### src/rtl/strela_obi_arbiter.sv
`default_nettype none
// ============================================================================
// Module   : strela_obi_arbiter
// Brief    : Round-robin share of one OBI master port among NUM_REQ memory
//            nodes, with in-order response routing through an ID FIFO.
// Revision : 1.0
// ============================================================================
module strela_obi_arbiter #(
  parameter int NUM_REQ   = 8,
  parameter int MAX_OUTST = 2,
  // Packed OBI request : {req, we, be[3:0], addr[31:0], wdata[31:0]}
  localparam int REQ_W  = 70,
  // Packed OBI response: {gnt, rvalid, rdata[31:0]}
  localparam int RESP_W = 34,
  localparam int IDW    = $clog2(NUM_REQ)
) (
  input  logic                        clk_i,
  input  logic                        rst_ni,
  input  logic                        clr_i,
  input  logic [NUM_REQ*REQ_W-1:0]    slaves_req_i,
  output logic [NUM_REQ*RESP_W-1:0]   slaves_resp_o,
  output logic [REQ_W-1:0]            master_req_o,
  input  logic [RESP_W-1:0]           master_resp_i,
  output logic                        busy_o,
  output logic                        err_o
);

  localparam int PW = (MAX_OUTST > 1) ? $clog2(MAX_OUTST) : 1;
  localparam int CW = $clog2(MAX_OUTST + 1);

  localparam logic [PW-1:0]  c_last_ptr = PW'(MAX_OUTST - 1);
  localparam logic [CW-1:0]  c_full     = CW'(MAX_OUTST);
  localparam logic [IDW:0]   c_num_req  = (IDW+1)'(NUM_REQ);
  localparam logic [IDW-1:0] c_last_idx = IDW'(NUM_REQ - 1);

  logic [IDW-1:0] r_rr;
  logic           r_lock;
  logic [IDW-1:0] r_lock_idx;
  logic [IDW-1:0] r_fifo [MAX_OUTST];
  logic [PW-1:0]  r_wptr;
  logic [PW-1:0]  r_rptr;
  logic [CW-1:0]  r_count;
  logic           r_busy;
  logic           r_err;

  logic [NUM_REQ-1:0] w_req;
  logic [REQ_W-2:0]   w_fields [NUM_REQ];
  logic [IDW-1:0]     w_search;
  logic [IDW:0]       w_cand;
  logic [IDW-1:0]     w_winner;
  logic [IDW-1:0]     w_head;
  logic               w_stall;
  logic               w_mreq;
  logic               w_hs;
  logic               w_rvalid;
  logic               w_pop;
  logic               w_spurious;
  logic [CW-1:0]      w_count_nxt;

  for (genvar g = 0; g < NUM_REQ; g++) begin : g_req
    assign w_req[g]    = slaves_req_i[g*REQ_W + REQ_W - 1];
    assign w_fields[g] = slaves_req_i[g*REQ_W +: REQ_W - 1];
  end

  // Descending scan so the requester closest to r_rr is the last one kept.
  always_comb begin
    w_search = '0;
    w_cand   = '0;
    for (int i = NUM_REQ - 1; i >= 0; i--) begin
      w_cand = {1'b0, r_rr} + (IDW+1)'(i);
      if (w_cand >= c_num_req) begin
        w_cand = w_cand - c_num_req;
      end
      if (w_req[w_cand[IDW-1:0]]) begin
        w_search = w_cand[IDW-1:0];
      end
    end
  end

  assign w_winner   = r_lock ? r_lock_idx : w_search;
  assign w_stall    = (r_count == c_full);
  assign w_mreq     = w_req[w_winner] & ~w_stall;
  assign w_hs       = w_mreq & master_resp_i[RESP_W-1];
  assign w_rvalid   = master_resp_i[RESP_W-2];
  assign w_pop      = w_rvalid & (r_count != '0);
  assign w_spurious = w_rvalid & (r_count == '0);
  assign w_head     = r_fifo[r_rptr];

  assign master_req_o = {w_mreq, w_fields[w_winner]};

  for (genvar g = 0; g < NUM_REQ; g++) begin : g_resp
    assign slaves_resp_o[g*RESP_W +: RESP_W] = {
      w_hs  & (w_winner == IDW'(g)),
      w_pop & (w_head   == IDW'(g)),
      master_resp_i[31:0]
    };
  end

  always_comb begin
    w_count_nxt = r_count;
    if (w_hs && !w_pop) begin
      w_count_nxt = r_count + CW'(1);
    end else if (!w_hs && w_pop) begin
      w_count_nxt = r_count - CW'(1);
    end
  end

  // ID storage needs no reset: entries are only read while r_count != 0.
  always_ff @(posedge clk_i) begin
    if (w_hs && !clr_i) begin
      r_fifo[r_wptr] <= w_winner;
    end
  end

  always_ff @(posedge clk_i or negedge rst_ni) begin
    if (!rst_ni) begin
      r_rr       <= '0;
      r_lock     <= 1'b0;
      r_lock_idx <= '0;
      r_wptr     <= '0;
      r_rptr     <= '0;
      r_count    <= '0;
      r_busy     <= 1'b0;
      r_err      <= 1'b0;
    end else if (clr_i) begin
      r_rr       <= '0;
      r_lock     <= 1'b0;
      r_lock_idx <= '0;
      r_wptr     <= '0;
      r_rptr     <= '0;
      r_count    <= '0;
      r_busy     <= 1'b0;
      r_err      <= 1'b0;
    end else begin
      if (w_hs) begin
        r_wptr <= (r_wptr == c_last_ptr) ? '0 : r_wptr + PW'(1);
        r_rr   <= (w_winner == c_last_idx) ? '0 : w_winner + IDW'(1);
        r_lock <= 1'b0;
      end else if (w_mreq) begin
        // Presented but not granted: hold this requester until it is taken.
        r_lock     <= 1'b1;
        r_lock_idx <= w_winner;
      end
      if (w_pop) begin
        r_rptr <= (r_rptr == c_last_ptr) ? '0 : r_rptr + PW'(1);
      end
      if (w_spurious) begin
        r_err <= 1'b1;
      end
      r_count <= w_count_nxt;
      r_busy  <= (w_count_nxt != '0);
    end
  end

  assign busy_o = r_busy;
  assign err_o  = r_err;

endmodule
`default_nettype wire

### config.mk
export PLATFORM = sky130hd
export DESIGN_NAME = strela_obi_arbiter
export DESIGN_NICKNAME = d
export VERILOG_FILES = /design/src/rtl/strela_obi_arbiter.sv
export SDC_FILE = /design/constraint.sdc
export NUM_CORES = 1
export LEC_CHECK = 0
export ABC_AREA = 1
export BUFFER_PORTS_ARGS = -buffer_cell sky130_fd_sc_hd__buf_4
export CORE_AREA = 10 10 354 356
export DETAILED_ROUTE_END_ITERATION = 6
export DIE_AREA = 0 0 364 366
export PLACE_DENSITY_LB_ADDON = 0.12
export RECOVER_POWER = 100
export SLEW_MARGIN = 20
export SYNTH_ARGS = -nofsm -noshare
export SYNTH_HDL_FRONTEND = slang
export SYNTH_SLANG_ARGS = --single-unit
### constraint.sdc
create_clock -name clk_i -period 3.6 [get_ports clk_i]
set_clock_uncertainty 0.05 [all_clocks]
set_input_delay 0.18 -clock clk_i [delete_from_list [all_inputs] [get_ports clk_i]]
set_output_delay 0.18 -clock clk_i [all_outputs]
set_load 0.02 [all_outputs]
=== Word-level counts from Yosys, hierarchy flattened ===
Memory sizes are Yosys's and may differ from the RTL's.
Index checks and enable logic that the tools add are counted.

* Bits in registers: 13
* RAM bits: 6
* Input bits: 597
* Output and inout port bits: 344
* Memories kept: 1

{| class="wikitable"
|+ Memories
! name !! words !! bits a word !! rd ports !! clocked after Yosys merged registers in !! wr ports !! RTL line !! source
|-
| r_fifo || 2 || 3 || 1 || 0 || 1 || 39 || <nowiki>logic [IDW-1:0] r_fifo [MAX_OUTST];</nowiki>
|}

* Add/sub/neg operators: 20
* $lt $le $gt $ge: 18
* Equality and inequality tests: 16
* Muxes and demuxes: 61
* Bitwise logic cells: 22
* Reduce and logical (&&, ||, !) cells: 17

{| class="wikitable"
|+ Operator list
! kind !! count
|-
| $bmux W69 S3 || 1
|-
| $mux W69 || 2
|-
| $mux W3 || 23
|-
| $lt A3 B4 Y1 const B || 9
|-
| $ge A4 B4 Y1 const B || 8
|-
| $bmux W1 S3 || 9
|-
| $eq A3 B3 Y1 const B || 8
|-
| $sub A3 B1 Y3 const B || 8
|-
| $mux W1 || 23
|-
| $and A1 B1 Y1 || 20
|-
| $add A3 B3 Y4 const B || 4
|-
| $eq A3 B2 Y1 const B || 4
|-
| $reduce_bool A2 Y1 || 6
|-
| $add A3 B2 Y4 const B || 2
|-
| $eq A3 B1 Y1 const B || 2
|-
| $logic_not A3 Y1 || 2
|-
| $mux W2 || 3
|-
| $add A3 B1 Y4 const B || 1
|-
| $ge A3 B4 Y1 const B || 1
|-
| $not A3 Y4 || 1
|-
| $add A3 B1 Y3 const B || 1
|-
| $logic_and A1 B1 Y1 || 3
|-
| $logic_not A1 Y1 || 3
|-
| $reduce_bool A3 Y1 || 1
|-
| 8 further kinds || 9
|}

=== Longest topological paths before layout ===
Gate-level depths: netlist of the first run.

* Word-level depth: 24
* Depth in mapped cells: 27
* Mapped depth without buffers: 26

=== Worst setup path after synthesis of the first run ===
Ideal clock, no wire load.

* Path type: register to output
* Start: reg r_rr[1]
* End: out slaves_resp_o[271]
* Data arrival time: 2.969 ns
* Required time: 3.370 ns
* Path slack: 0.401 ns
* Stages on the path, launching flop included: 26
* Path through: dfrtp_1 -> buf_4 -> inv_4 -> ha_1 -> inv_2 -> nand3_1 -> nand3_1 -> nand2_2 -> inv_2 -> nand2_1 -> nand2_1 -> nand2_1 -> nand2_1 -> nand2_1 -> nand2_1 -> nand2_2 -> nand3_4 -> nand2_4 -> buf_6 -> inv_4 -> buf_6 -> buf_6 -> ha_1 -> ha_1 -> inv_1 -> nor2_1

* Word-level cells in the longest chain between the ends: 19
* Elaborated cells on any way between the ends: 62

{| class="wikitable"
|+ Ends and longest elaborated chain
! what !! RTL line !! source
|-
| from (decl) || 36 || <nowiki>logic [IDW-1:0] r_rr;</nowiki>
|-
| from (signal assigned) || 137 || <nowiki>r_rr <= (w_winner == c_last_idx) ? '0 : w_winner + IDW'(1);</nowiki>
|-
| $add A3 B3 Y4 || 70 || <nowiki>w_cand = {1'b0, r_rr} + (IDW+1)'(i);</nowiki>
|-
| $ge A4 B4 Y1 or $sub A3 B1 Y3 (tied branches) || 71, 72 ||
|-
| $mux W3 || 71 || <nowiki>if (w_cand >= c_num_req) begin</nowiki>
|-
| $bmux W1 S3 || 74 || <nowiki>if (w_req[w_cand[IDW-1:0]]) begin</nowiki>
|-
| $mux W1 (implied by the code) || 74 ||
|-
| $mux W3 (7 in series) || 74 ||
|-
| $mux W3 * || 74 ||
|-
| $mux W3 * || 80 || <nowiki>assign w_winner = r_lock ? r_lock_idx : w_search;</nowiki>
|-
| named net w_winner[0] || 50 || <nowiki>logic [IDW-1:0] w_winner;</nowiki>
|-
| $bmux W1 S3 || 82 || <nowiki>assign w_mreq = w_req[w_winner] & ~w_stall;</nowiki>
|-
| $mux W1 (implied by the code) || 82 ||
|-
| $and A1 B1 Y1 || 82 ||
|-
| $and A1 B1 Y1 || 83 || <nowiki>assign w_hs = w_mreq & master_resp_i[RESP_W-1];</nowiki>
|-
| $and A1 B1 Y1 * || 93 || <nowiki>w_hs & (w_winner == IDW'(g)),</nowiki>
|-
| to (decl) || 21 || <nowiki>output logic [NUM_REQ*RESP_W-1:0] slaves_resp_o,</nowiki>
|}

Mark *: on every way through the listed nets, which the timed path passes. The rest lies on a longest branch. The select of a mux whose other input is x is not followed.

=== Worst setup path in the final report of the first run ===
* Start: reg r_rr[2]
* End: out master_req_o[27]

* Word-level cells in the longest chain between the ends: 18
* Elaborated cells on any way between the ends: 60

{| class="wikitable"
|+ Ends and longest elaborated chain
! what !! RTL line !! source
|-
| $add A3 B3 Y4 || 70 ||
|-
| $ge A4 B4 Y1 or $sub A3 B1 Y3 (tied branches) || 71, 72 ||
|-
| $mux W3 || 71 ||
|-
| $bmux W1 S3 || 74 ||
|-
| $mux W1 (implied by the code) || 74 ||
|-
| $mux W3 (7 in series) || 74 ||
|-
| $mux W3 * || 74 ||
|-
| $mux W3 * || 80 ||
|-
| $not A3 Y4 (implied by the code) * || 89 || <nowiki>assign master_req_o = {w_mreq, w_fields[w_winner]};</nowiki>
|-
| $bmux W69 S3 * || 89 ||
|-
| $mux W69 (implied by the code) * (2 in series) || 89 ||
|-
| to (decl) || 22 || <nowiki>output logic [REQ_W-1:0] master_req_o,</nowiki>
|}

Mark *: on every way between the ends. The rest lies on a longest branch, timed or not. The select of a mux whose other input is x is not followed.

==> impl_metrics.sql, run 1 <==
INSERT INTO impl_metrics (metric_group, metric, value, unit) VALUES
('outcome', 'status', 'finished clean', ''),
('die', 'count_of_pins_on_the_block_boundary', '941', ''),
('finish', 'seqCellArea', '510', 'um^2'),
('finish', 'final_net_count', '2606', ''),
('die', 'die_x', '364', 'um'),
('logic_synthesis', 'netlist_top_cells_area', 'sky130_fd_sc_hd__nand2_1 28%, sky130_fd_sc_hd__buf_4 23%, sky130_fd_sc_hd__nand3_1 15%', ''),
('logic_synthesis', 'ys_seq_elements', '19', ''),
('detailed_routing', 'detailedRoute.firstIterationViolations', '647', ''),
('setup_path', 'category_of_the_critical_setup_timing_path', 'reg -> out', ''),
('detailed_routing', 'via_count', '12290', ''),
('setup_path', 'startpoint_type', 'flop', ''),
('clocking', 'inserted_clock_buffers', '3', ''),
('placed_design', 'placement.io_buffers', '652', ''),
('sta', 'max_slew.worst_pin.slew', '0.880', 'ns'),
('logic_synthesis', 'syn_inst', '1529', ''),
('die', 'fp.dieArea', '133000', 'um^2'),
('setup_path', 'rrSetupSlack', '0.27', 'ns'),
('finish', 'multi_input_comb_area', '5880', 'um^2'),
('logic_synthesis', 'mappedNetlistArea', '8560', 'um^2'),
('setup_path', 'worst-path-max-fanout', '6', ''),
('detailed_routing', 'vias_per_cell', '3.47', ''),
('global_routing', 'globalRoute.totalOverflow', '0', ''),
('placed_design', 'gpl.final_weighted_congestion', '0.855', ''),
('sta', 'post-route-min-period', '3.54', 'ns'),
('sta', 'report.final.hold_viol_count', '0', ''),
('setup_path', 'critPathMaxStageDelay', '0.54', 'ns'),
('finish', 'mostFrequentLayoutCells', '730 x sky130_fd_sc_hd__buf_4, 616 x sky130_fd_sc_hd__nand2_1, 219 x sky130_fd_sc_hd__nand3_1', ''),
('clocking', 'cts.sinks', '19', ''),
('logic_synthesis', 'yosys_warnings', '0', ''),
('finish', 'layout_commonest_cell', 'sky130_fd_sc_hd__buf_4', ''),
('sta', 'slew_headroom', '41.3', '%'),
('logic_synthesis', 'synth.distinct_cells', '33', ''),
('die', 'core-area', '118000', 'um^2'),
('logic_synthesis', 'ys_seq_area_share', '5.91', '%'),
('die', 'initial_utilization', '7.27', '%'),
('clocking', 'clock_latency', '0.26', 'ns'),
('detailed_routing', 'final_antenna_net_count', '0', ''),
('logic_synthesis', 'post_synth.cell_area_avg', '5.60', 'um^2'),
('finish', 'final_layout_fill_cell_count', '13723', ''),
('setup_path', 'path_delay_family', 'buffers and inverters', ''),
('sta', 'final-max-slew-violation-count', '0', ''),
('global_routing', 'grt_pass1_vias', '13299', ''),
('setup_path', 'regToRegEndpoint', 'r_fifo[1][2]$_DFFE_PP_', ''),
('placed_design', 'placed_cells', '3449', ''),
('placed_design', 'placed_cell_area', '13800', 'um^2'),
('logic_synthesis', 'yosysTopAreaCell', 'sky130_fd_sc_hd__nand2_1', ''),
('setup_path', 'worst_r2r_startpoint', 'r_rr[2]$_DFFE_PN0N_', ''),
('die', 'core.rowCount', '126', ''),
('sta', 'layout_setup_ws', '0.0555', 'ns'),
('worst_hold_path', 'min_path_cells', '2', ''),
('placed_design', 'hpwlAfterDp', '61900', 'um'),
('finish', 'finalNonFillerCells', '3539', ''),
('setup_path', 'cp.required', '3.37', 'ns'),
('sta', 'rsz0062_at_grt', 'yes', ''),
('global_routing', 'first_pass_grt_wire_length', '103000', 'um'),
('global_routing', 'pin_count_of_the_biggest_net_entering_global_routing', '62', ''),
('finish', 'final_layout_size_suffix_gt1_share', '47.4', '%'),
('detailed_routing', 'drc', '0', ''),
('sta', 'achievable-frequency', '282', 'MHz'),
('global_routing', 'track_usage', '10.5', '%'),
('detailed_routing', 'post_drt_wl_per_cell', '22.9', 'um'),
('setup_path', 'crit_buf_inv', '6', ''),
('finish', 'flow.area_growth_from_synthesis', '85.8', '%'),
('global_routing', 'grt_antenna_before_repair', '12', ''),
('setup_path', 'timing.reg2reg.worst_path_depth', '24', ''),
('clocking', 'clkTransAtPathRegs', '0.06', 'ns'),
('setup_path', 'end_kind', 'output port', ''),
('logic_synthesis', 'synthDominantCellAreaShare', '27.9', '%'),
('worst_hold_path', 'min_delay_worst_endpoint', 'err_o$_DFFE_PN0P_', ''),
('worst_hold_path', 'hold_path.class', 'in -> reg', ''),
('detailed_routing', 'dr_pass1_iterations', '5', '');
-- cell type report --
cell class              instances  share of cell area [%]
diodes                          5                  0.0787
clock buffers                   3                   0.472
clock inverters                 1                  0.0315
inverters                      37                    1.10
multi-input cells            1107                    37.0
flip-flops and latches         19                    3.21
well taps                    1536                    12.1
repair buffers                831                    46.0
-- logic make-up after synthesis --
| kind of cell | Yosys count | share of synthesized area [%] |
|---|---|---|
| and+or+nand+nor | 930 | 45.3 |
| buffers and inverters | 403 | 32.2 |
| DFF | 19 | 5.91 |
| adders and majority gates | 10 | 1.46 |
| AOI/OAI and AO/OA | 164 | 14.9 |
| xor gates and xnor gates | 3 | 0.307 |
-- Yosys cell counts --
cell                       count
sky130_fd_sc_hd__a31oi_1      70
sky130_fd_sc_hd__buf_4       261
sky130_fd_sc_hd__a21boi_0      1
sky130_fd_sc_hd__dfrtp_1      13
sky130_fd_sc_hd__nor2_2        1
sky130_fd_sc_hd__inv_2         5
sky130_fd_sc_hd__a21oi_1      10
sky130_fd_sc_hd__buf_6        25
sky130_fd_sc_hd__o22ai_1       2
sky130_fd_sc_hd__edfxtp_1      6
sky130_fd_sc_hd__a21oi_2       1
sky130_fd_sc_hd__inv_4         2
sky130_fd_sc_hd__ha_1         10
sky130_fd_sc_hd__nand3_1     262
sky130_fd_sc_hd__nand3_4       2
sky130_fd_sc_hd__nand2_1     635
sky130_fd_sc_hd__a32o_1       69
sky130_fd_sc_hd__buf_1         2
sky130_fd_sc_hd__clkinv_1      1
sky130_fd_sc_hd__o21ai_0       7
sky130_fd_sc_hd__clkbuf_1     23
sky130_fd_sc_hd__nand4_1       1
sky130_fd_sc_hd__o21ai_1       2
sky130_fd_sc_hd__xor2_1        1
sky130_fd_sc_hd__a21boi_2      1
sky130_fd_sc_hd__inv_1        29
sky130_fd_sc_hd__nor2_1       22
sky130_fd_sc_hd__or2_2         2
sky130_fd_sc_hd__buf_2        55
sky130_fd_sc_hd__xnor2_1       2
sky130_fd_sc_hd__nand2_2       4
sky130_fd_sc_hd__nand2_4       1
sky130_fd_sc_hd__o21bai_1      1
-- metal layers --
metal	track usage, %	up-vias	wire length, um
li1	-	5805	-
met1	11.6	5789	32400
met2	19.7	625	40900
met3	3.71	55	6650
met4	0.875	16	832
met5	0	-	112
-- how the worst max path moves through the flow --
stage / startpoint / to / slack [ns] / cells past startpoint
2_1_floorplan: r_rr[1]$_DFFE_PN0N_ / slaves_resp_o[271] / 0.40 / 25
3_3_place_gp: r_rr[0]$_DFFE_PN0N_ / master_req_o[40] / -0.11 / 21
3_5_place_dp: r_rr[0]$_DFFE_PN0N_ / master_req_o[40] / -0.08 / 21
4_1_cts: r_rr[0]$_DFFE_PN0N_ / master_req_o[39] / 0.003 / 19
5_1_grt: r_rr[0]$_DFFE_PN0N_ / master_req_o[54] / -0.09 / 24
6_report: r_rr[2]$_DFFE_PN0N_ / master_req_o[27] / 0.06 / 19
-- state kept, by name, indices dropped and copies added, names as in the netlist --
name	count
r_lock_idx	3
r_rr	3
r_count	2
r_wptr	1
r_lock	1
r_rptr	1
busy_o	1
err_o	1
r_fifo	6
-- repair_timing --
action | 4_1_cts | 5_1_grt
pin swaps | 2 | 16
cloned | 7 | 16
resized for setup | 61 | 144
setup buffers | 24 | 36
setup endpoints to repair | 77 | 81
hold buffers | 1 | 0
hold endpoints to repair | 13 | 0
-- per-stage QoR --
step	utilization, %	hold WS (ns)
detailed placement	11.7	0.0112
global placement	11.7	0.0151
global route	13.5	0.0240
finish	13.5	0.0288
CTS	12.3	0.0240
floorplan	-	-0.166
-- worst register-to-register path, stage by stage, from the launching register on --
cell	delay [ns]
sky130_fd_sc_hd__dfrtp_4	0.54
sky130_fd_sc_hd__buf_4	0.20
sky130_fd_sc_hd__xor2_4	0.21
sky130_fd_sc_hd__nand3_2	0.12
sky130_fd_sc_hd__nand2_2	0.10
sky130_fd_sc_hd__inv_2	0.04
sky130_fd_sc_hd__nand2_1	0.05
sky130_fd_sc_hd__nand2_1	0.05
sky130_fd_sc_hd__nand2_1	0.06
sky130_fd_sc_hd__nand2_1	0.05
sky130_fd_sc_hd__nand2_1	0.06
sky130_fd_sc_hd__nand2_1	0.06
sky130_fd_sc_hd__nand2_2	0.07
sky130_fd_sc_hd__nand3_4	0.10
sky130_fd_sc_hd__nand2_8	0.16
sky130_fd_sc_hd__buf_4	0.15
sky130_fd_sc_hd__nand2_1	0.05
sky130_fd_sc_hd__nand3_1	0.07
sky130_fd_sc_hd__nand3_1	0.09
sky130_fd_sc_hd__nand2_2	0.13
sky130_fd_sc_hd__nand3_4	0.09
sky130_fd_sc_hd__inv_4	0.09
sky130_fd_sc_hd__buf_4	0.11
sky130_fd_sc_hd__nand2_2	0.06
sky130_fd_sc_hd__nor2_1	0.25
Power of run 1 is not shown: default switching activity piles up to over one toggle a cycle in this logic, so the estimate is an artifact.
==> run 2, diff against run 1 <==
--- a/config.mk
+++ b/config.mk
@@ -5,11 +5,10 @@
 export SDC_FILE = /design/constraint.sdc
 export NUM_CORES = 1
 export LEC_CHECK = 0
-export ABC_AREA = 1
 export BUFFER_PORTS_ARGS = -buffer_cell sky130_fd_sc_hd__buf_4
-export CORE_AREA = 10 10 354 356
+export CORE_AREA = 10 10 358 360
 export DETAILED_ROUTE_END_ITERATION = 6
-export DIE_AREA = 0 0 364 366
+export DIE_AREA = 0 0 368 370
 export PLACE_DENSITY_LB_ADDON = 0.12
 export RECOVER_POWER = 100
 export SLEW_MARGIN = 20
==> constraint.sdc (replaced) <==
create_clock -name clk_i -period 4.6 [get_ports clk_i]
set_clock_uncertainty 0.05 [all_clocks]
set_input_delay 0.23 -clock clk_i [delete_from_list [all_inputs] [get_ports clk_i]]
set_output_delay 0.23 -clock clk_i [all_outputs]
set_load 0.02 [all_outputs]
==> run 2 against run 1 <==
  * Count of clock-buffer cells in the layout is 1 higher
  * Global-route usage hardly changed
  * First-iteration DRC count is 34% lower
  * Cell count is 17% lower
  * Critical endpoint is now master_req_o[18]
  * Worst hold slack better by 0.18 ns
==> impl_metrics.sql, run 2 <==
INSERT INTO impl_metrics (metric_group, metric, value, unit) VALUES
('finish', 'flow.area_growth_from_synthesis', '60.2', '%'),
('setup_path', 'end_kind', 'output port', ''),
('logic_synthesis', 'synthDominantCellAreaShare', '39.8', '%'),
('detailed_routing', 'post_drt_wl_per_cell', '25.8', 'um'),
('placed_design', 'hpwlAfterDp', '68400', 'um'),
('worst_hold_path', 'hold_path.class', 'in -> reg', ''),
('logic_synthesis', 'mappedNetlistArea', '8420', 'um^2'),
('logic_synthesis', 'postSynth.asyncResetShare', '68.4', '%'),
('setup_path', 'arrival', '4.13', 'ns'),
('setup_path', 'worst_path_max_delay_cell', 'sky130_fd_sc_hd__mux4_2', ''),
('logic_synthesis', 'post_synth.cell_area_avg', '9.22', 'um^2'),
('die', 'initial_utilization', '6.96', '%'),
('sta', 'fraction_of_the_cycle_the_final_worst_path_needs', '95.9', '%'),
('detailed_routing', 'via_count', '8810', ''),
('pwr', 'leakagePower', '5.59', 'nW'),
('setup_path', 'crit_buf_inv', '5', ''),
('setup_path', 'crit_chain', 'inv_2, ha_1, buf_4, mux2i_1, mux4_2, o311ai_1, o2111ai_1, a21boi_4, buf_12, buf_12, mux4_2, nand2_1, nand2_1, buf_4', ''),
('setup_path', 'cp.required', '4.32', 'ns'),
('global_routing', 'grt_antenna_before_repair', '47', ''),
('logic_synthesis', 'synth_ff_type', 'sky130_fd_sc_hd__dfrtp_1', ''),
('logic_synthesis', 'netlist_top_cells_area', 'sky130_fd_sc_hd__mux4_2 40%, sky130_fd_sc_hd__buf_4 23%, sky130_fd_sc_hd__nand2_1 10%', ''),
('flow_run', 'max_cap_viols', '0', ''),
('logic_synthesis', 'synthesis.nets', '1521', ''),
('clocking', 'clock_tree_from_tritoncts', 'done', ''),
('logic_synthesis', 'synth.distinct_cells', '63', ''),
('setup_path', 'critPathMaxStageDelay', '0.53', 'ns'),
('finish', 'final_net_count', '1898', ''),
('detailed_routing', 'dr_pass1_iterations', '4', ''),
('logic_synthesis', 'yosys_warnings', '0', ''),
('die', 'fp.dieArea', '136000', 'um^2'),
('clocking', 'htree_num_levels', '1', ''),
('pwr', 'vdd.ir_drop.worst', '0.000586', 'V'),
('logic_synthesis', 'syn_inst', '914', ''),
('detailed_routing', 'final_antenna_net_count', '0', ''),
('setup_path', 'startpoint_type', 'flop', ''),
('logic_synthesis', 'yosysTopAreaCell', 'sky130_fd_sc_hd__mux4_2', ''),
('clocking', 'cts.sinks', '19', ''),
('global_routing', 'grt_pass1_vias', '10093', ''),
('finish', 'largest_register_ff_count', '6', ''),
('logic_synthesis', 'ys_seq_area_share', '6.00', '%'),
('finish', 'multi_input_comb_area', '5590', 'um^2'),
('finish', 'final_layout_size_suffix_gt1_share', '66.3', '%'),
('global_routing', 'globalRoute.totalOverflow', '0', ''),
('finish', 'mostFrequentLayoutCells', '620 x sky130_fd_sc_hd__buf_4, 228 x sky130_fd_sc_hd__nand2_1, 149 x sky130_fd_sc_hd__mux4_2', ''),
('logic_synthesis', 'ys_seq_elements', '19', ''),
('clocking', 'clock_tree.root_cell', 'sky130_fd_sc_hd__clkbuf_16', ''),
('die', 'core.rowCount', '128', ''),
('logic_synthesis', 'synth_edf_count', '6', ''),
('detailed_routing', 'vias_per_cell', '3.01', ''),
('placed_design', 'preCtsSetupSlack', '0.419', 'ns'),
('setup_path', 'path_delay_family', 'multiplexers', ''),
('sta', 'layout_setup_ws', '0.189', 'ns'),
('outcome', 'status', 'finished clean', ''),
('sta', 'setup_viol', '0', ''),
('global_routing', 'first_pass_grt_wire_length', '97400', 'um'),
('sta', 'post-route-min-period', '4.41', 'ns'),
('pwr', 'pwr_density_cell', '1100', 'nW/um^2'),
('detailed_routing', 'detailedRoute.firstIterationViolations', '430', ''),
('setup_path', 'worst-path-max-fanout', '24', ''),
('clocking', 'inserted_clock_buffers', '3', ''),
('finish', 'seqCellArea', '505', 'um^2'),
('sta', 'rsz0062_at_grt', 'no', ''),
('logic_synthesis', 'synth_commonest_cells', '259 x sky130_fd_sc_hd__buf_4, 228 x sky130_fd_sc_hd__nand2_1, 149 x sky130_fd_sc_hd__mux4_2', ''),
('detailed_routing', 'finalWirelength', '75600', 'um'),
('die', 'count_of_pins_on_the_block_boundary', '941', ''),
('clocking', 'clkTransAtPathRegs', '0.06', 'ns'),
('global_routing', 'track_usage', '10.4', '%'),
('sta', 'finalSetupTns', '0', 'ns'),
('sta', 'slew_headroom', '37.6', '%'),
('die', 'die_x', '368', 'um'),
('die', 'fp.dieH', '370', 'um'),
('pwr', 'total_power', '14.8', 'mW'),
('global_routing', 'pin_count_of_the_biggest_net_entering_global_routing', '45', ''),
('finish', 'largest-register', 'r_fifo', ''),
('clocking', 'clock_latency', '0.26', 'ns'),
('finish', 'final_layout_fill_cell_count', '14166', ''),
('finish', 'largestRegisters', 'r_fifo: 6 flops, r_lock_idx: 3 flops, r_rr: 3 flops', ''),
('die', 'core-area', '121000', 'um^2'),
('finish', 'layout_commonest_cell', 'sky130_fd_sc_hd__buf_4', ''),
('clocking', 'postCtsSetupBuffers', '0', ''),
('sta', 'final-max-slew-violation-count', '0', ''),
('setup_path', 'category_of_the_critical_setup_timing_path', 'reg -> out', ''),
('clocking', 'clock_path_buffers', '2', ''),
('placed_design', 'gpl.final_weighted_congestion', '0.836', ''),
('sta', 'max_slew.worst_pin.slew', '0.936', 'ns'),
('logic_synthesis', 'yosys.cell_count.top_type', 'sky130_fd_sc_hd__buf_4', ''),
('sta', 'achievable-frequency', '227', 'MHz'),
('detailed_routing', 'drc', '0', ''),
('placed_design', 'placement.io_buffers', '652', ''),
('sta', 'report.final.hold_viol_count', '0', '');
[run 2: changes by cell type in the layout (fill, tap and decap cells not counted), moves of 17 or more]
| cell | change |
|---|---|
| sky130_fd_sc_hd__nand3_1 | -216 |
| sky130_fd_sc_hd__a32o_1 | -51 |
| sky130_fd_sc_hd__mux2i_1 | +17 |
| sky130_fd_sc_hd__mux4_2 | +149 |
| sky130_fd_sc_hd__nand2_1 | -388 |
| sky130_fd_sc_hd__a31oi_1 | -54 |
| sky130_fd_sc_hd__nand2_2 | -20 |
| sky130_fd_sc_hd__buf_6 | -21 |
| sky130_fd_sc_hd__clkbuf_2 | +29 |
| sky130_fd_sc_hd__a32o_2 | -18 |
| sky130_fd_sc_hd__nand3_2 | -40 |
| sky130_fd_sc_hd__buf_16 | -18 |
| sky130_fd_sc_hd__buf_12 | -18 |
| sky130_fd_sc_hd__buf_4 | -110 |
[run 2: report_power, final]
group,internal (mW),total (mW),switching [mW]
clock,0.118,0.192,0.0733
combinational,6.08,14.3,8.24
sequential,0.251,0.326,0.0749
total,6.45,14.8,8.39
[run 2: cell type report]
| cell class | count | share of cell area [%] |
|---|---|---|
| multi-input cells | 553 | 41.4 |
| repair buffers | 697 | 38.4 |
| well taps | 1625 | 15.1 |
| flip-flops and latches | 19 | 3.75 |
| clock buffers | 4 | 0.584 |
| inverters | 17 | 0.482 |
| diodes | 14 | 0.260 |
[run 2: kinds of logic after synthesis]
family                     share of synthesized area, %
buffers and inverters                              27.8
and+or+nand+nor                                    14.2
muxes                                              43.3
AOI/OAI and AO/OA                                  6.43
DFF                                                6.00
adders and majority gates                          1.49
xor gates and xnor gates                          0.832
[run 2: path summary, 6_finish.rpt]
kind,startpoint,end,slack [ns],cells past startpoint
setup / recovery,r_rr[0]$_DFFE_PN0N_,master_req_o[18],0.19,14
hold / removal,master_resp_i[32],err_o$_DFFE_PN0P_,0.21,3
setup reg to reg,r_rr[0]$_DFFE_PN0N_,r_count[0]$_DFF_PN0_,0.41,12
hold reg to reg,err_o$_DFFE_PN0P_,err_o$_DFFE_PN0P_,0.47,2
max in group asynchronous,rst_ni,r_count[1]$_DFF_PN0_,3.34,2
min in group asynchronous,rst_ni,r_lock_idx[0]$_DFFE_PN0P_,0.59,2
[run 2: worst register-to-register path, stage by stage, from the launching register on]
cell and delay (ns):
sky130_fd_sc_hd__dfrtp_1 0.38, sky130_fd_sc_hd__buf_6 0.25, sky130_fd_sc_hd__mux2_2 0.44, sky130_fd_sc_hd__nand2b_1 0.18, sky130_fd_sc_hd__mux4_2 0.51, sky130_fd_sc_hd__o22ai_2 0.27
sky130_fd_sc_hd__buf_4 0.21, sky130_fd_sc_hd__nor3_1 0.06, sky130_fd_sc_hd__a311o_1 0.37, sky130_fd_sc_hd__o22ai_2 0.32, sky130_fd_sc_hd__a2bb2o_4 0.34, sky130_fd_sc_hd__xnor2_1 0.34
sky130_fd_sc_hd__mux2_1 0.35
[run 2: through the flow]
step	hold slack [ns]	util [%]	instances	area, um^2
5_1_grt	0.263	11.1	2922	13500
4_1_cts	0.209	11.3	2915	13600
2_1_floorplan	-0.116	-	914	8420
3_5_place_dp	0.0647	11.2	2910	13600
6_report	0.206	11.1	2929	13500
3_3_place_gp	0.0705	11.2	2910	13600
[run 2: timing repair]
| item | in CTS | in global routing |
|---|---|---|
| hold buffers | 1 | 0 |
| hold endpoints to repair | 13 | 0 |
| setup endpoints to repair | 0 | 8 |
| resized for setup | 0 | 3 |
[run 2: metal layers]
metal  track usage, %  wire length (um)  up-vias
li1                 -                 -     3826
met1             10.5             25300     4330
met2             19.6             40400      437
met3             4.39              8020      193
met4             2.78              1810       24
met5                0               160        -
Note: power is estimated with default switching activity, not from simulation.
==> run 3, diff against run 2 <==
--- a/config.mk
+++ b/config.mk
@@ -7,6 +7,7 @@
 export LEC_CHECK = 0
 export BUFFER_PORTS_ARGS = -buffer_cell sky130_fd_sc_hd__buf_4
 export CORE_AREA = 10 10 358 360
+export CTS_BUF_LIST = sky130_fd_sc_hd__clkbuf_4
 export DETAILED_ROUTE_END_ITERATION = 6
 export DIE_AREA = 0 0 368 370
 export PLACE_DENSITY_LB_ADDON = 0.12
==> run 3 against run 2 <==
  * Cell area rose by 2.7%
  * Sequential share of layout area fell by 0.089 points
  * Sequential power barely moved
  * Critical path depth rose by 1
  * Die area did not move
  * Via count rose by 1.9%
==> impl_metrics.sql, run 3 (synthesized netlist as in run 2, its figures left out) <==
INSERT INTO impl_metrics (metric_group, metric, value, unit) VALUES
('flow_run', 'max_cap_viols', '0', ''),
('sta', 'post-route-min-period', '4.40', 'ns'),
('clocking', 'cts.sinks', '19', ''),
('sta', 'layout_setup_ws', '0.200', 'ns'),
('setup_path', 'crit_start', 'r_rr[0]$_DFFE_PN0N_', ''),
('die', 'fp.dieArea', '136000', 'um^2'),
('sta', 'slew_headroom', '38.9', '%'),
('global_routing', 'grt_pass1_vias', '10087', ''),
('global_routing', 'grt_antenna_before_repair', '48', ''),
('setup_path', 'timing.reg2reg.worst_path_depth', '13', ''),
('sta', 'fraction_of_the_cycle_the_final_worst_path_needs', '95.7', '%'),
('pwr', 'pwr_density_cell', '1170', 'nW/um^2'),
('finish', 'largest_register_ff_count', '6', ''),
('die', 'core.rowCount', '128', ''),
('global_routing', 'gr_util_met3', '4.37', '%'),
('detailed_routing', 'dr_pass1_iterations', '5', ''),
('global_routing', 'gr-usage-met2', '19.6', '%'),
('outcome', 'status', 'finished clean', ''),
('setup_path', 'startpoint_type', 'flop', ''),
('placed_design', 'preCtsSetupSlack', '0.419', 'ns'),
('clocking', 'clock_path_buffers', '2', ''),
('global_routing', 'track_usage', '10.4', '%'),
('detailed_routing', 'post_drt_wl_per_cell', '26.5', 'um'),
('setup_path', 'worst_path_max_delay_cell', 'sky130_fd_sc_hd__mux4_2', ''),
('placed_design', 'placed_cells', '2910', ''),
('setup_path', 'levels_on_crit_path', '15', ''),
('sta', 'report.final.hold_viol_count', '0', ''),
('detailed_routing', 'drc', '0', ''),
('finish', 'final_layout_size_suffix_gt1_share', '67.8', '%'),
('clocking', 'clock_tree_from_tritoncts', 'done', ''),
('sta', 'finalSetupTns', '0', 'ns'),
('sta', 'setup_viol', '0', ''),
('setup_path', 'worst_setup_path_endpoint', 'master_req_o[57]', ''),
('global_routing', 'gr-usage-met1', '10.5', '%'),
('clocking', 'inserted_clock_buffers', '3', ''),
('setup_path', 'crit_chain', 'inv_2, ha_1, buf_4, mux2i_1, mux4_2, o311ai_2, o2111ai_2, a21boi_4, buf_12, buf_12, buf_16, mux4_2, nand2_1, nand2_1, buf_4', ''),
('sta', 'final-max-slew-violation-count', '0', ''),
('setup_path', 'cp.required', '4.32', 'ns'),
('detailed_routing', 'vias_per_cell', '3.05', ''),
('sta', 'max_slew.worst_pin.slew', '0.916', 'ns'),
('die', 'count_of_pins_on_the_block_boundary', '941', ''),
('finish', 'flow.area_growth_from_synthesis', '64.5', '%'),
('die', 'core-area', '121000', 'um^2'),
('worst_hold_path', 'min-delay-start', 'master_resp_i[32]', ''),
('detailed_routing', 'detailedRoute.firstIterationViolations', '444', ''),
('finish', 'layout_commonest_cell', 'sky130_fd_sc_hd__buf_4', ''),
('clocking', 'clkTransAtPathRegs', '0.14', 'ns'),
('global_routing', 'globalRoute.totalOverflow', '0', ''),
('die', 'die_x', '368', 'um'),
('clocking', 'htree_num_levels', '1', ''),
('detailed_routing', 'final_antenna_net_count', '0', ''),
('global_routing', 'first_pass_grt_wire_length', '97300', 'um'),
('finish', 'mostFrequentLayoutCells', '658 x sky130_fd_sc_hd__buf_4, 225 x sky130_fd_sc_hd__nand2_1, 149 x sky130_fd_sc_hd__mux4_2', ''),
('setup_path', 'arrival', '4.12', 'ns'),
('worst_hold_path', 'hold_path.class', 'in -> reg', ''),
('setup_path', 'critPathMaxStageDelay', '0.51', 'ns'),
('detailed_routing', 'finalWirelength', '78100', 'um'),
('setup_path', 'end_kind', 'output port', ''),
('finish', 'finalNonFillerCells', '2943', ''),
('setup_path', 'rrSetupSlack', '0.54', 'ns'),
('setup_path', 'crit_buf_inv', '6', ''),
('placed_design', 'hpwlAfterDp', '68400', 'um'),
('setup_path', 'worst-path-max-fanout', '12', ''),
('sta', 'achievable-frequency', '227', 'MHz'),
('global_routing', 'pin_count_of_the_biggest_net_entering_global_routing', '45', ''),
('finish', 'final_net_count', '1912', ''),
('placed_design', 'placement.io_buffers', '652', ''),
('die', 'initial_utilization', '6.96', '%'),
('setup_path', 'regToRegEndpoint', 'r_count[0]$_DFF_PN0_', ''),
('placed_design', 'gpl.final_weighted_congestion', '0.836', ''),
('pwr', 'leakagePower', '5.75', 'nW'),
('die', 'fp.dieH', '370', 'um'),
('finish', 'largestRegisters', 'r_fifo: 6 flops, r_lock_idx: 3 flops, r_rr: 3 flops', ''),
('clocking', 'clock_tree.root_cell', 'sky130_fd_sc_hd__clkbuf_4', ''),
('setup_path', 'worst_r2r_startpoint', 'r_rr[0]$_DFFE_PN0N_', ''),
('worst_hold_path', 'min_path_cells', '3', ''),
('pwr', 'vdd.ir_drop.worst', '0.000553', 'V'),
('setup_path', 'path_delay_family', 'multiplexers', ''),
('global_routing', 'top_usage_layer', 'met2', ''),
('finish', 'final_layout_fill_cell_count', '14141', ''),
('sta', 'rsz0062_at_grt', 'no', ''),
('finish', 'largest-register', 'r_fifo', ''),
('clocking', 'clock_latency', '0.31', 'ns'),
('detailed_routing', 'via_count', '8979', ''),
('setup_path', 'category_of_the_critical_setup_timing_path', 'reg -> out', '');
[run 3: cell types whose count changed in the layout (fill, tap and decap cells not counted), moves of 5 or more]
cell	before	now
sky130_fd_sc_hd__clkbuf_2	29	4
sky130_fd_sc_hd__buf_4	620	658
sky130_fd_sc_hd__and2_0	5	0
sky130_fd_sc_hd__and2_1	1	6
sky130_fd_sc_hd__clkbuf_1	19	11
[run 3: what timing repair did]
item	in CTS	in global routing
gates resized for setup	0	17
hold endpoints to repair	13	0
endpoints found under the setup margin	0	55
hold buffers	1	0
buffers inserted	0	10
[run 3: power breakdown]
| group | switching [mW] | internal [mW] |
|---|---|---|
| clock network | 0.0659 | 0.0398 |
| logic | 8.73 | 7.01 |
| registers | 0.0751 | 0.251 |
[run 3: area by class of cell]
type                            count  area [um^2]  area share, %
Multi-Input combinational cell    553         5630           40.6
Antenna cell                       14         35.0          0.253
Tap cell                         1625         2030           14.7
Clock buffer                        4         30.0          0.217
Timing Repair Buffer              711         5560           40.1
Inverter                           17         65.1          0.469
Sequential cell                    19          507           3.66
[run 3: routing by layer]
layer / vias to the layer above / wire length [um]
met5: - / 160
met1: 4448 / 26600
met3: 185 / 7820
met4: 24 / 1840
met2: 470 / 41700
li1: 3852 / -
[run 3: stage by stage]
stage | power, mW | util, % | hold slack (ns) | cell area (um^2)
final | 16.2 | 11.4 | 0.135 | 13900
after global routing | 17.5 | 11.4 | 0.164 | 13800
after CTS | 15.8 | 11.2 | 0.133 | 13600
after detailed placement | 15.6 | 11.2 | 0.0647 | 13600
after global placement | 15.7 | 11.2 | 0.0705 | 13600
after floorplan | 9.61 | - | -0.116 | 8420
[run 3: worst min path at each step]
| stage | to | slack, ns |
|---|---|---|
| floorplan | busy_o$_DFF_PN0_ | -0.12 |
| global placement | busy_o$_DFF_PN0_ | 0.07 |
| detailed placement | r_lock_idx[0]$_DFFE_PN0P_ | 0.06 |
| CTS | err_o$_DFFE_PN0P_ | 0.13 |
| global route | r_lock$_DFFE_PN0P_ | 0.16 |
| finish | err_o$_DFFE_PN0P_ | 0.14 |
[run 3: worst reg2reg max path, delay by kind of cell (launching register included)]
| kind | cells | cell delay [ns] |
|---|---|---|
| AO/OA/AOI/OAI | 4 | 1.23 |
| multiplexers | 3 | 1.00 |
| buffers and inverters | 3 | 0.45 |
| flip-flops | 1 | 0.42 |
| adder cells (fa/ha/maj) | 1 | 0.31 |
| AND/OR/NAND/NOR | 1 | 0.30 |
| XOR/XNOR | 1 | 0.22 |
